$ cat config.mk
export PLATFORM = sky130hd
export DESIGN_NAME = mdu_iterative
export DESIGN_NICKNAME = d
export VERILOG_FILES = /design/src/rtl/mdu_iterative.sv
export SDC_FILE = /design/constraint.sdc
export NUM_CORES = 1
export LEC_CHECK = 0
export CAP_MARGIN = 15
export CORE_UTILIZATION = 55
export CTS_BUF_LIST = sky130_fd_sc_hd__clkbuf_16
export CTS_CLUSTER_SIZE = 12
export DETAILED_ROUTE_END_ITERATION = 10
export HOLD_SLACK_MARGIN = 0.15
export PLACE_DENSITY_LB_ADDON = 0.3
export REMOVE_ABC_BUFFERS = 1
export SYNTH_ARGS = -nofsm -noshare
export SYNTH_HDL_FRONTEND = slang
export SYNTH_SLANG_ARGS = --single-unit
$ cat constraint.sdc
create_clock -name clk -period 5.3 [get_ports clk]
set_clock_uncertainty 0.05 [all_clocks]
set_input_delay 1.325 -clock clk [delete_from_list [all_inputs] [get_ports clk]]
set_output_delay 1.325 -clock clk [all_outputs]
set_load 0.005 [all_outputs]
$ cat src/rtl/mdu_iterative.sv
// Iterative radix-2 unsigned multiply/divide unit owning the architectural HI/LO registers.
// MULTU uses shift-add, DIVU uses restoring division; one bit per clock, WIDTH clocks per op.
//
// state  | meaning
// -------+-------------------------------------------------------------
// S_IDLE | waiting for MULTU/DIVU start; MTHI/MTLO writes accepted
// S_CALC | one iteration per clock, count runs WIDTH-1 down to 0
// S_DONE | result sits in hi/lo, done pulses for this single cycle
module mdu_iterative #(
    parameter int          WIDTH    = 32,
    parameter logic [5:0]  OP_MULTU = 6'b010001,
    parameter logic [5:0]  OP_DIVU  = 6'b010000
) (
    input  logic             clk,
    input  logic             rst,
    input  logic             start,
    input  logic [5:0]       aluop,
    input  logic [WIDTH-1:0] a,
    input  logic [WIDTH-1:0] b,
    input  logic             hi_wr,
    input  logic             lo_wr,
    input  logic [WIDTH-1:0] wdata,
    output logic             busy,
    output logic             done,
    output logic             div_by_zero,
    output logic [WIDTH-1:0] hi,
    output logic [WIDTH-1:0] lo
);

    localparam int CNT_W = (WIDTH > 1) ? $clog2(WIDTH) : 1;

    typedef enum logic [1:0] {
        S_IDLE = 2'd0,
        S_CALC = 2'd1,
        S_DONE = 2'd2
    } state_t;

    state_t state_q, state_d;

    logic             op_div_q;
    logic [WIDTH-1:0] opnd_q;
    logic [CNT_W-1:0] count_q;
    logic [WIDTH-1:0] acc_hi_q;
    logic [WIDTH-1:0] acc_lo_q;
    logic [WIDTH-1:0] hi_q;
    logic [WIDTH-1:0] lo_q;
    logic             dbz_q;

    logic             start_ok;
    logic             start_div;
    logic [WIDTH:0]   mul_sum;
    logic [WIDTH-1:0] mul_hi_nx;
    logic [WIDTH-1:0] mul_lo_nx;
    logic [WIDTH:0]   div_shift;
    logic             div_ok;
    logic [WIDTH-1:0] div_diff;
    logic [WIDTH-1:0] div_hi_nx;
    logic [WIDTH-1:0] div_lo_nx;
    logic [WIDTH-1:0] iter_hi;
    logic [WIDTH-1:0] iter_lo;

    assign start_ok  = start && ((aluop == OP_MULTU) || (aluop == OP_DIVU));
    assign start_div = (aluop == OP_DIVU);

    // Multiply: acc_hi/acc_lo form the 2*WIDTH product register, opnd_q is the multiplicand.
    always_comb begin
        mul_sum   = {1'b0, acc_hi_q} + (acc_lo_q[0] ? {1'b0, opnd_q} : '0);
        mul_hi_nx = mul_sum[WIDTH:1];
        mul_lo_nx = {mul_sum[0], acc_lo_q[WIDTH-1:1]};
    end

    // Divide: acc_hi is the remainder, acc_lo the quotient, opnd_q the divisor.
    // The remainder always stays below the divisor, so WIDTH bits hold it between
    // iterations; only the shifted trial value needs the extra bit.
    always_comb begin
        div_shift = {acc_hi_q, acc_lo_q[WIDTH-1]};
        div_ok    = (div_shift >= {1'b0, opnd_q});
        div_diff  = div_shift[WIDTH-1:0] - opnd_q;
        div_hi_nx = div_ok ? div_diff : div_shift[WIDTH-1:0];
        div_lo_nx = {acc_lo_q[WIDTH-2:0], div_ok};
    end

    assign iter_hi = op_div_q ? div_hi_nx : mul_hi_nx;
    assign iter_lo = op_div_q ? div_lo_nx : mul_lo_nx;

    always_comb begin
        state_d = state_q;
        busy    = 1'b0;
        done    = 1'b0;
        case (state_q)
            S_IDLE: begin
                if (start_ok) begin
                    state_d = S_CALC;
                end
            end
            S_CALC: begin
                busy = 1'b1;
                if (count_q == '0) begin
                    state_d = S_DONE;
                end
            end
            S_DONE: begin
                done    = 1'b1;
                state_d = S_IDLE;
            end
            default: begin
                state_d = S_IDLE;
            end
        endcase
    end

    always_ff @(posedge clk) begin
        if (rst) begin
            state_q <= S_IDLE;
        end else begin
            state_q <= state_d;
        end
    end

    always_ff @(posedge clk) begin
        if (rst) begin
            op_div_q <= 1'b0;
            opnd_q   <= '0;
            count_q  <= '0;
            acc_hi_q <= '0;
            acc_lo_q <= '0;
            hi_q     <= '0;
            lo_q     <= '0;
            dbz_q    <= 1'b0;
        end else begin
            case (state_q)
                S_IDLE: begin
                    if (start_ok) begin
                        op_div_q <= start_div;
                        opnd_q   <= start_div ? b : a;
                        acc_hi_q <= '0;
                        acc_lo_q <= start_div ? a : b;
                        count_q  <= CNT_W'(WIDTH - 1);
                        dbz_q    <= 1'b0;
                    end else begin
                        if (hi_wr) begin
                            hi_q <= wdata;
                        end
                        if (lo_wr) begin
                            lo_q <= wdata;
                        end
                    end
                end
                S_CALC: begin
                    acc_hi_q <= iter_hi;
                    acc_lo_q <= iter_lo;
                    count_q  <= count_q - 1'b1;
                    if (count_q == '0) begin
                        hi_q <= iter_hi;
                        lo_q <= iter_lo;
                        if (op_div_q && (opnd_q == '0)) begin
                            dbz_q <= 1'b1;
                        end
                    end
                end
                default: begin
                end
            endcase
        end
    end

    assign div_by_zero = dbz_q;
    assign hi          = hi_q;
    assign lo          = lo_q;

endmodule

==> insert_results.sql <==
INSERT INTO impl_metrics (metric_group, metric, value, unit) VALUES
('finish', 'nFillCells', '1888', ''),
('worst_setup_path', 'worst-setup-path-type', 'register to register', ''),
('worst_setup_path', 'timing.critical_path.from', 'opnd_q[24]', ''),
('clock_tree', 'cts.htree.levels', '4', ''),
('finish', 'flow.area_growth_from_synthesis', '19.2', '%'),
('drt', 'drt_pre_antenna_iters', '6', ''),
('clock_tree', 'cts_resized', '0', ''),
('yosys', 'synth-edff-count', '0', ''),
('global_route', 'use_met2', '56.2', '%'),
('power_and_ir_drop', 'power.ir.vdd_worst', '215', 'uV'),
('die', 'initial_utilization', '55.9', '%'),
('die', 'placeableCoreArea', '0.0218', 'sq mm'),
('power_and_ir_drop', 'power.sequential.fraction', '43.3', '%'),
('worst_hold_path', 'worst_hold_path_type', 'register to register', ''),
('drt', 'vias', '13683', ''),
('yosys', 'netlist_top_cells_area', 'dfxtp_1 28%, nand2_1 7.0%, a21oi_1 6.8%', ''),
('placement', 'place.detailed.hpwl', '31.8', 'mm'),
('clock_tree', 'tritoncts', 'done', ''),
('worst_hold_path', 'timing.hold.worst.start', 'count_q[3]', ''),
('placement', 'io_buffers', '173', ''),
('drt', 'route.antenna.remaining_nets', '0', ''),
('clock_tree', 'root_buffer', 'clkbuf_16', ''),
('global_route', 'grt_antenna_before_repair', '1', ''),
('timing', 'final_period_minus_worst_setup_slack', '4010', 'ps'),
('global_route', 'grt_start_max_net_pins', '92', ''),
('clock_tree', 'ctsHoldBuffers', '0', ''),
('drt', 'route.final.wire_length', '44.1', 'mm'),
('die', 'top_level_ports', '174', ''),
('yosys', 'synth-seq-cells', '169', ''),
('worst_setup_path', 'reg2reg_depth', '12', ''),
('finish', 'drive_gt1_share', '5.01', '%'),
('yosys', 'post_synth_top_area_cell', 'dfxtp_1', ''),
('die', 'die_area', '0.0227', 'sq mm'),
('yosys', 'yosysUniqueCellTypes', '77', ''),
('finish', 'final_net_count', '1940', ''),
('die', 'row_count', '54', ''),
('drt', 'drt_first_iter_violations', '1515', ''),
('power_and_ir_drop', 'cellLeakagePower', '5.76', 'nW'),
('worst_setup_path', 'critPathArrivalTime', '4340', 'ps'),
('finish', 'postLayoutCellArea', '0.0145', 'sq mm'),
('timing', 'tns', '0', 'ps'),
('power_and_ir_drop', 'switching_power', '0.000912', 'W'),
('worst_setup_path', 'critical_path_capture_point_type', 'register', ''),
('yosys', 'synth_area', '0.0122', 'sq mm'),
('global_route', 'grt_overflow_total', '0', ''),
('yosys', 'postSynthAreaPerCell', '7.26', 'sq um'),
('timing', 'timing_hold_violations_final', '0', ''),
('placement', 'place_congestion', '1.03', ''),
('die', 'die_w', '151', 'um'),
('worst_setup_path', 'timing.critical_path.required', '5620', 'ps'),
('yosys', 'synth-warning-count', '0', ''),
('placement', 'dpl_cell_area', '0.0139', 'sq mm'),
('power_and_ir_drop', 'areal_power_density_over_the_cells', '213', 'mW/mm^2'),
('timing', 'final-setup-viol-count', '0', ''),
('drt', 'drc', '0', ''),
('global_route', 'vias_in_the_first_global_route', '12508', ''),
('worst_setup_path', 'crit_path_max_incr_delay', '760', 'ps'),
('worst_hold_path', 'holdPathStages', '1', ''),
('finish', 'seqCellArea', '0.00338', 'sq mm'),
('drt', 'vias_per_cell', '6.65', ''),
('yosys', 'synth_top_cell_area_share', '27.8', '%'),
('power_and_ir_drop', 'clockPowerShare', '38.8', '%'),
('timing', 'max_clock_freq', '0.249', 'GHz'),
('status', 'result_of_the_run', 'complete, no violations', ''),
('clock_tree', 'cts.repair_timing.setup_buffer_count', '0', ''),
('yosys', 'ys.flop_type', 'dfxtp_1', ''),
('drt', 'drt-wirelength-per-cell', '21.4', 'um'),
('timing', 'period_utilisation_layout', '75.7', '%'),
('worst_setup_path', 'path_delay_family', 'compound AO/OA/AOI/OAI gates', ''),
('timing', 'rsz_0062_raised_after_global_routing', 'no', ''),
('global_route', 'gr-max-usage-layer', 'met2', '');
==> power groups by stage <==
stage | Clock [W] | Combinational, W | Sequential (W)
floorplan | 0 | 0.000264 | 0.00136
detailed placement | 0 | 0.000532 | 0.00136
global route | 0.00124 | 0.000588 | 0.00134
finish | 0.00120 | 0.000553 | 0.00134
global placement | 0 | 0.000530 | 0.00136
CTS | 0.00119 | 0.000538 | 0.00133
==> synth_stat cells, types with 7 or more instances <==
cell,instances
nor2_1,209
o211ai_1,11
xnor2_1,34
xor2_1,18
a31o_2,8
buf_1,8
or3_1,7
ha_1,66
clkbuf_1,107
a211oi_1,42
nor2b_1,7
nand4_1,18
and3_1,16
a31oi_1,27
nand3_1,21
and4_1,8
o21ai_0,74
nand2b_1,12
o21bai_1,10
inv_1,55
a311oi_1,65
a21oi_1,166
mux2i_1,13
o21a_1,9
and2_1,65
a2111oi_0,9
a22o_1,7
a21o_1,20
nor3_1,58
nand2_1,228
dfxtp_1,169
nor4_1,12
a211o_1,9
==> final cells by class <==
| type | instances | share of cell area (%) |
|---|---|---|
| well taps | 280 | 2.42 |
| repair buffers | 192 | 13.0 |
| clock buffers | 17 | 2.93 |
| flip-flops and latches | 169 | 23.3 |
| clock inverters | 15 | 0.811 |
| multi-input cells | 1330 | 56.1 |
| inverters | 55 | 1.42 |
==> layer usage <==
metal / wire [um] / part of all wire [%]
met4: 1740 / 3.9
met5: 12 / 0.027
met1: 18300 / 42
met3: 5490 / 12
met2: 18500 / 42
==> cells by family after synthesis <==
logic type | share of synthesized area [%]
AO/OA/AOI/OAI | 28.9
multiplexers | 1.35
adder cells (fa/ha/maj) | 7.12
flip-flops | 27.8
XOR/XNOR | 3.74
buffers and inverters | 5.59
AND/OR/NAND/NOR | 25.5
==> how the worst max path moves through the flow <==
stage | end | cells after the start
global route | hi[18] | 11
finish | hi[16] | 12
global placement | acc_lo_q[10] | 9
CTS | hi[18] | 11
detailed placement | acc_lo_q[21] | 9
floorplan | opnd_q[0] | 5
==> through the flow <==
stage                     util [%]  hold slack [ps]  std cells  worst slack (ps)  power, W
final                         66.7              436       2058              1290   0.00308
after global routing          66.7              437       2058              1190   0.00317
after CTS                     66.6              436       2057              1440   0.00306
after detailed placement      64.1              424       2025              1140   0.00190
after global placement        64.1              413       2025              1260   0.00189
after floorplan                  -              392       1554              -529   0.00162
==> worst register-to-register path: stages, from the launching register on <==
cell and delay (ps):
dfxtp_1 490, inv_1 80, ha_1 430, a21oi_1 240, o21ai_0 280, a41oi_1 300
o21ai_0 180, a21o_1 290, nor2_2 760, buf_4 270, nand2_1 60, a31oi_1 360
a211o_1 180
==> cells in the final DEF (no fill, tap or decap), drive strengths merged, types with 9 or more instances in the layout <==
cell,instances
o21bai,10
and3,16
o21ai,75
a21oi,167
a31oi,27
a211o,9
o21a,9
inv,61
clkdlybuf4s50,172
and2,65
nand2,229
dfxtp,169
a21o,20
ha,66
xor2,18
buf,20
nand2b,12
o211ai,11
nand4,18
nor3,60
mux2i,13
a211oi,43
clkbuf,17
a2111oi,13
xnor2,34
a311oi,65
nand3,21
nor4,12
nor2,210
==> sequential cells by signal, summed over array words and instances, names as in the netlist <==
register	cells
acc_lo_q	32
div_by_zero	1
acc_hi_q	32
op_div_q	1
lo	32
count_q	5
opnd_q	32
hi	32
state_q	2
(Power assumes the default switching activity.)
==> variant (same settings) <==
Add an input register stage for `wdata`, with the module's reset; this delays it by one clock. The other inputs are not delayed to match.
--- a/src/rtl/mdu_iterative.sv
+++ b/src/rtl/mdu_iterative.sv
@@ -35,4 +35,14 @@
         S_DONE = 2'd2
     } state_t;
+
+    logic [WIDTH-1:0] wdata_q;
+
+    always_ff @(posedge clk) begin
+        if (rst) begin
+            wdata_q <= '0;
+        end else begin
+            wdata_q <= wdata;
+        end
+    end
 
     state_t state_q, state_d;
@@ -140,8 +150,8 @@
                     end else begin
                         if (hi_wr) begin
-                            hi_q <= wdata;
+                            hi_q <= wdata_q;
                         end
                         if (lo_wr) begin
-                            lo_q <= wdata;
+                            lo_q <= wdata_q;
                         end
                     end
Function: changed (a bounded check fails within 4 cycles, from zero or initial values and one cycle with rst high).
==> variant against the unedited design <==
- worst hold slack worse by 0.036 ns
- combinational power shrank 6.9%
- final area grew 5.1%
- sequential cell count rose by 32
- routed wire length decreased by 8.6%
- setup slack improved by 0.13 ns
- die area rose by 4.1%
- synthesized cell count fell by 6.0%
- synthesized area increased by 4.1%
- utilization rose by 0.63 points
- total power rose by 15%
- sequential power grew 19%
- critical endpoint is now hi[13]
==> variant: results (changes against the unedited design) <==
[run_status]
status=completed

[finish]
n_fill_cell=1887  ; -0.053%
drive_above_1_share_pct=6.84  ; +1.8 points
stdcell_count=1982  ; -3.7%
final_nets=1862  ; -4.0%

[worst_hold_path]
holdPathStages=2  ; +1
min_from=hi[22]
hold_end=hi[22]

[yosys]
synth_compound_area_share_pct=26.1  ; -2.8 points
ys_types=87  ; +13%
yosysSeqAreaShare_pct=31.8  ; +3.9 points
ys_top_cells_by_count=201 x dfxtp_1, 185 x a21oi_1, 178 x nand2_1, 143 x nor2_1, 79 x clkbuf_1
synth_area_leaders=dfxtp_1 32%, a21oi_1 7.3%, ha_1 6.5%, mux2i_1 5.9%, nand2_1 5.3%

[grt]
grt_max_degree=75  ; -18%
grtUsageMet1_pct=48.1  ; -7.9 points
grtUsageMet2_pct=51.6  ; -4.6 points
grt_pass1_wl_um=63400  ; -8.0%
use_met3_pct=4.71  ; -3.6 points

[placed_design]
gp_congestion=0.936  ; -9.5%
post-dp-hpwl_um=29400  ; -7.5%
dp_slack_ns=1.28  ; +0.137 ns
placed_area_mm2=0.0146  ; +4.4%

[clock_tree]
cts_buffer_depth=3  ; +1

[sta]
slew_headroom_pct=22.8  ; -6.9 points
fmax_ghz=0.258  ; +3.4%
whs_ns=0.401  ; -0.0356 ns

[power]
p_sw_w=0.000912  ; about the same
comb_power_share_pct=14.6  ; -3.3 points
p_seq_w=0.00159  ; +19%
leakagePower_nw=6.46  ; +12%

[setup_path]
crit_arrival_ns=4.18  ; -0.16 ns
crit_start=opnd_q[6]
reg2reg_depth=13  ; +1
critPathMaxStageDelay_ns=0.67  ; -0.09 ns

[detailed_routing]
met1_length_um=18100  ; -1.2%
vias_per_cell=6.28  ; -5.5%
wire_per_inst_um=20.3  ; -5.1%
drt_iter0_drc=1083  ; -29%

-- variant: cell types whose count changed after synthesis, sizes merged, moves of 29 or more --
cell	delta
nor2	-67
mux2i	+62
a311oi	-59
nand2	-51
nor3	-48
dfxtp	+32
nor2b	+32
o211ai	+32
and2	-29
-- variant: layout make-up --
type / count / area (µm²) / area share [%]
clock inverters: 11 / 76.3 / 0.501
multi-input cells: 1215 / 8060 / 52.9
flip-flops and latches: 201 / 4030 / 26.4
clock buffers: 23 / 576 / 3.78
well taps: 285 / 357 / 2.34
inverters: 52 / 195 / 1.28
repair buffers: 195 / 1940 / 12.8
-- variant: worst reg2reg max path, stage by stage, from the launching register on --
cell and delay [ns]:
dfxtp_1 0.42, inv_1 0.07, ha_1 0.41, and4_1 0.24
a32oi_1 0.05, a21boi_1 0.18, o31a_4 0.33, o21ai_4 0.18
a31o_1 0.67, buf_4 0.37, mux2_1 0.36, a21oi_1 0.20
a211o_1 0.14, a21oi_1 0.06
